==> config.mk <==
export PLATFORM = sky130hd
export DESIGN_NAME = uart_rx
export DESIGN_NICKNAME = d
export VERILOG_FILES = /design/src/rtl/uart_rx.sv
export SDC_FILE = /design/constraint.sdc
export NUM_CORES = 1
export LEC_CHECK = 0
export CAP_MARGIN = 0
export CORE_MARGIN = 2
export CORE_UTILIZATION = 59
export CTS_CLUSTER_DIAMETER = 100
export DETAILED_ROUTE_END_ITERATION = 8
export PLACE_DENSITY = 0.9
export SKIP_LAST_GASP = 1
export SYNTH_ARGS = -nofsm -noshare
export SYNTH_HDL_FRONTEND = slang
export SYNTH_SLANG_ARGS = --single-unit
==> constraint.sdc <==
create_clock -name sysclk_in -period 2.9 [get_ports sysclk_in]
set_input_delay 0.435 -clock sysclk_in [delete_from_list [all_inputs] [get_ports sysclk_in]]
set_output_delay 0.435 -clock sysclk_in [all_outputs]
set_load 0.05 [all_outputs]
==> src/rtl/uart_rx.sv <==
// rtl/uart_rx.sv - oversampling UART receiver with start-bit qualification and framing check
module uart_rx #(
   parameter int OVERSAMPLING = 8,
   parameter int DATA_BITS    = 8
) (
   input  logic                 sysclk_in,
   input  logic                 rst_in,
   input  logic                 divpulse_in,
   input  logic                 rx_serial_in,
   output logic [DATA_BITS-1:0] rx_data_out,
   output logic                 rx_valid_out,
   output logic                 rx_frame_err_out,
   output logic                 rx_busy_out
);

   localparam int TW = $clog2(OVERSAMPLING);
   localparam int BW = $clog2(DATA_BITS + 1);

   localparam logic [TW-1:0] TICK_MID  = TW'(OVERSAMPLING / 2 - 1);
   localparam logic [TW-1:0] TICK_LAST = TW'(OVERSAMPLING - 1);
   localparam logic [TW-1:0] TICK_ONE  = TW'(1);
   localparam logic [BW-1:0] BIT_LAST  = BW'(DATA_BITS - 1);
   localparam logic [BW-1:0] BIT_ONE   = BW'(1);

   typedef enum logic [2:0] {
      S_IDLE,
      S_START,
      S_DATA,
      S_STOP,
      S_WAIT_IDLE
   } state_t;

   state_t               state;
   logic [1:0]           sync_q;
   logic                 rx_s;
   logic [TW-1:0]        tick_cnt;
   logic [BW-1:0]        bit_cnt;
   logic [DATA_BITS-1:0] shift_q;

   // Two-flop synchroniser; resets to the idle (high) line level so reset never looks like a start bit
   always_ff @(posedge sysclk_in) begin
      if (rst_in) begin
         sync_q <= 2'b11;
      end else begin
         sync_q <= {sync_q[0], rx_serial_in};
      end
   end

   assign rx_s = sync_q[1];

   // Frame state machine: every decision is taken on an oversampling tick; strobes are single-cycle
   always_ff @(posedge sysclk_in) begin
      if (rst_in) begin
         state            <= S_IDLE;
         tick_cnt         <= '0;
         bit_cnt          <= '0;
         shift_q          <= '0;
         rx_data_out      <= '0;
         rx_valid_out     <= 1'b0;
         rx_frame_err_out <= 1'b0;
         rx_busy_out      <= 1'b0;
      end else begin
         rx_valid_out     <= 1'b0;
         rx_frame_err_out <= 1'b0;
         if (divpulse_in) begin
            unique case (state)
               S_IDLE: begin
                  if (!rx_s) begin
                     state       <= S_START;
                     tick_cnt    <= '0;
                     rx_busy_out <= 1'b1;
                  end
               end

               S_START: begin
                  if (tick_cnt == TICK_MID) begin
                     tick_cnt <= '0;
                     bit_cnt  <= '0;
                     if (!rx_s) begin
                        state <= S_DATA;
                     end else begin
                        // Line went back high by mid-bit: a glitch, not a start bit
                        state       <= S_IDLE;
                        rx_busy_out <= 1'b0;
                     end
                  end else begin
                     tick_cnt <= tick_cnt + TICK_ONE;
                  end
               end

               S_DATA: begin
                  if (tick_cnt == TICK_LAST) begin
                     shift_q  <= {rx_s, shift_q[DATA_BITS-1:1]};
                     tick_cnt <= '0;
                     bit_cnt  <= bit_cnt + BIT_ONE;
                     if (bit_cnt == BIT_LAST) begin
                        state <= S_STOP;
                     end
                  end else begin
                     tick_cnt <= tick_cnt + TICK_ONE;
                  end
               end

               S_STOP: begin
                  if (tick_cnt == TICK_LAST) begin
                     tick_cnt <= '0;
                     if (rx_s) begin
                        rx_data_out  <= shift_q;
                        rx_valid_out <= 1'b1;
                        rx_busy_out  <= 1'b0;
                        state        <= S_IDLE;
                     end else begin
                        // Stop bit low: report once, then wait out any break condition
                        rx_frame_err_out <= 1'b1;
                        state            <= S_WAIT_IDLE;
                     end
                  end else begin
                     tick_cnt <= tick_cnt + TICK_ONE;
                  end
               end

               S_WAIT_IDLE: begin
                  if (rx_s) begin
                     state       <= S_IDLE;
                     rx_busy_out <= 1'b0;
                  end
               end

               default: begin
                  state       <= S_IDLE;
                  tick_cnt    <= '0;
                  rx_busy_out <= 1'b0;
               end
            endcase
         end
      end
   end

endmodule

==> flow_metrics.py <==
metrics = {
    "finish": {
        "fillers": 171,
        "syn2layout_area_growth_pct": 14.5,
        "diodes": 0,
        "mostFrequentLayoutCell": "dfxtp_1",
        "final_nets": 177,
        "design_area_um2": 1620,
        "drive_above_1_share": 0.107,
        "most-common-layout-cells": "dfxtp_1 (31), nand2_1 (20), a21oi_1 (17), nor2_1 (16), clkdlybuf4s50_1 (14)",
    },
    "flow_run": {
        "max-cap-violations": 0,
    },
    "yosys": {
        "synth_top_cell_by_area": "dfxtp_1",
        "synth_warnings": 0,
        "synth_top_area_share": 0.440,
        "ys.flop_type": "dfxtp_1",
        "seq_area_frac_synth": 0.440,
        "synthesis.nets": 164,
        "ys_ff_latch": 31,
        "ys_types": 39,
        "synth_cells": 155,
        "syn_avg_cell_area_um2": 9.11,
        "ys_async_sr_fraction": 0,
        "netlist_area_um2": 1410,
        "synth_edf_count": 0,
        "netlist_top_cells_area": "dfxtp_1 (44%), mux2i_1 (6.4%), a21oi_1 (6.0%)",
    },
    "grt": {
        "grt_pass1_vias": 1097,
        "grt_pass1_wl_mm": 5.09,
        "grt-ovfl-total": 0,
        "track_usage": 0.251,
        "antenna_found_initial": 0,
        "grt_max_degree": 24,
    },
    "cts": {
        "cts_buffer_depth": 2,
        "cts.repair.resized": 0,
        "htree_levels": 2,
        "clk_pin_slew_ns": 0.10,
        "cts_buffers": 5,
        "cts_setup_buffers": 0,
        "cts_sinks": 31,
        "cts_tree": "yes",
        "root_buffer": "clkbuf_4",
        "clk_latency_ns": 0.32,
        "cts_hold_buf": 0,
    },
    "drt": {
        "drtIter0Drc": 34,
        "drt-total-wl_mm": 2.85,
        "final_antenna_net_count": 0,
        "drc": 0,
        "post_drt_via_cell_ratio": 5.85,
        "vias": 1152,
        "routedWlPerCell_um": 14.5,
        "dr.pass1.iters": 4,
    },
    "hold_path": {
        "whs_path_depth": 1,
        "hp-class": "reg -> reg",
        "min_delay_worst_endpoint": "sync_q[1]",
        "hold_start": "sync_q[0]",
    },
    "placement": {
        "io_buffers": 14,
        "globalplace.congestion": 0.749,
        "placed_area_um2": 1540,
        "dp_hpwl_mm": 1.98,
    },
    "die": {
        "row_count": 17,
        "die_h_um": 52.9,
        "boundaryPins": 15,
        "core_area_um2": 2230,
        "die_width_um": 52.9,
        "initial_core_util": 0.632,
        "dieArea_um2": 2800,
    },
    "worst_setup_path": {
        "worstPathArrival_ns": 2.38,
        "cp_common_cell": "ha_1",
        "slowest_stage": "nand4b_1",
        "path_cells": "ha_1 -> ha_1 -> and3_1 -> nand4b_1 -> mux2i_1 -> nor2_1",
        "worstPathMaxFanout": 9,
        "crit_path_end_kind": "register",
        "crit_path_start_kind": "register",
        "crit_type": "reg -> reg",
        "max_stage_delay_ns": 0.49,
        "r2r-start": "tick_cnt[0]",
        "reg2regPathDepth": 6,
        "r2r_end": "rx_data_out[0]",
        "rrSetupSlack_ns": 0.73,
        "required_ns": 3.12,
    },
    "timing": {
        "period_minus_slack_ns": 2.17,
        "slew_viol_final": 0,
        "timing.hold.ws_ns": 0.423,
        "tns_ns": 0,
        "tightest_slew_ns": 0.842,
        "min_period_over_period": 0.747,
        "max_freq_ghz": 0.462,
        "finalHoldViolCount": 0,
        "finClkSkew_ns": 0.00284,
        "slew_headroom": 0.437,
        "rsz0062_at_grt": "no",
        "finalSetupViolCount": 0,
    },
    "status": {
        "status": "finished, final reports clean",
    },
    "power": {
        "p_leak_nw": 0.602,
        "peakVddDrop_v": 0.000487,
        "power_density_nw_per_um2": 478,
    },
}
report_power, final:
| group | leakage (nW) | total (mW) | internal, mW | switching, mW |
|---|---|---|---|---|
| logic | 0.314 | 0.0413 | 0.0177 | 0.0237 |
| registers | 0.250 | 0.440 | 0.431 | 0.00934 |
| clock network | 0.0375 | 0.291 | 0.142 | 0.149 |
final cells by class:
| cell class | instances | area [um^2] | area share |
|---|---|---|---|
| clock inverter | 1 | 7.51 | 0.00464 |
| clock buffer | 7 | 65.1 | 0.0402 |
| multi-input combinational | 111 | 726 | 0.449 |
| tap | 28 | 35.0 | 0.0217 |
| inverter | 4 | 15.0 | 0.00929 |
| sequential | 31 | 621 | 0.384 |
| timing repair buffer | 15 | 148 | 0.0913 |
worst max-delay path by stage:
stage	slack, ns	endpoint	from
floorplan	1.19	state[1]	tick_cnt[0]
global placement	0.70	rx_data_out[3]	divpulse_in
detailed placement	0.61	rx_data_out[4]	divpulse_in
CTS	0.75	rx_data_out[0]	tick_cnt[0]
global route	0.53	rx_data_out[0]	tick_cnt[0]
finish	0.73	rx_data_out[0]	tick_cnt[0]
cell families (layout without fill, tap and decap cells):
logic type | Yosys count | in the layout | synth area share
simple gates | 65 | 65 | 0.251
compound gates | 32 | 32 | 0.155
flops | 31 | 31 | 0.440
buf+inv | 13 | 27 | 0.0461
mux | 9 | 9 | 0.0638
fa+ha+maj | 5 | 5 | 0.0443
per-stage QoR:
stage          cells  utilization  setup slack, ns  power (mW)
2_1_floorplan    155            -             1.19       0.477
3_3_place_gp     189        0.691            0.699       0.489
3_5_place_dp     189        0.691            0.605       0.491
4_1_cts          197        0.724            0.750       0.774
5_1_grt          197        0.724            0.533       0.801
6_report         197        0.724            0.733       0.772
critical path: cells and delay by family (launching register included):
family	cells	cell delay, ns
flops	1	0.36
fa+ha+maj	2	0.51
simple gates	3	0.82
mux	1	0.36
state kept, by name, summed over array words and instances, names as in the netlist:
| register | count |
|---|---|
| rx_busy_out | 1 |
| state | 3 |
| rx_valid_out | 1 |
| tick_cnt | 3 |
| shift_q | 8 |
| rx_data_out | 8 |
| sync_q | 2 |
| bit_cnt | 4 |
| rx_frame_err_out | 1 |
cell usage after synthesis, types with 2 or more instances:
master	count
a211oi_1	2
dfxtp_1	31
inv_1	4
clkbuf_1	3
nand4b_1	2
nand3_1	2
o21ai_0	2
ha_1	5
or4_1	2
and3_1	3
nand2b_1	2
or4b_1	2
a31oi_1	2
nand3b_1	3
o31ai_1	3
mux2i_1	9
or2_2	2
nand2_1	20
a21oi_1	17
nor2_1	16
or3_1	2
buf_2	4
per-layer routing:
metal	track usage	vias up	wire, um
li1	-	569	-
met1	0.321	556	1290
met2	0.410	20	1420
met3	0.0706	7	95
met4	0.0769	0	47
met5	0	-	0
Note: power is estimated with default switching activity, not from simulation.
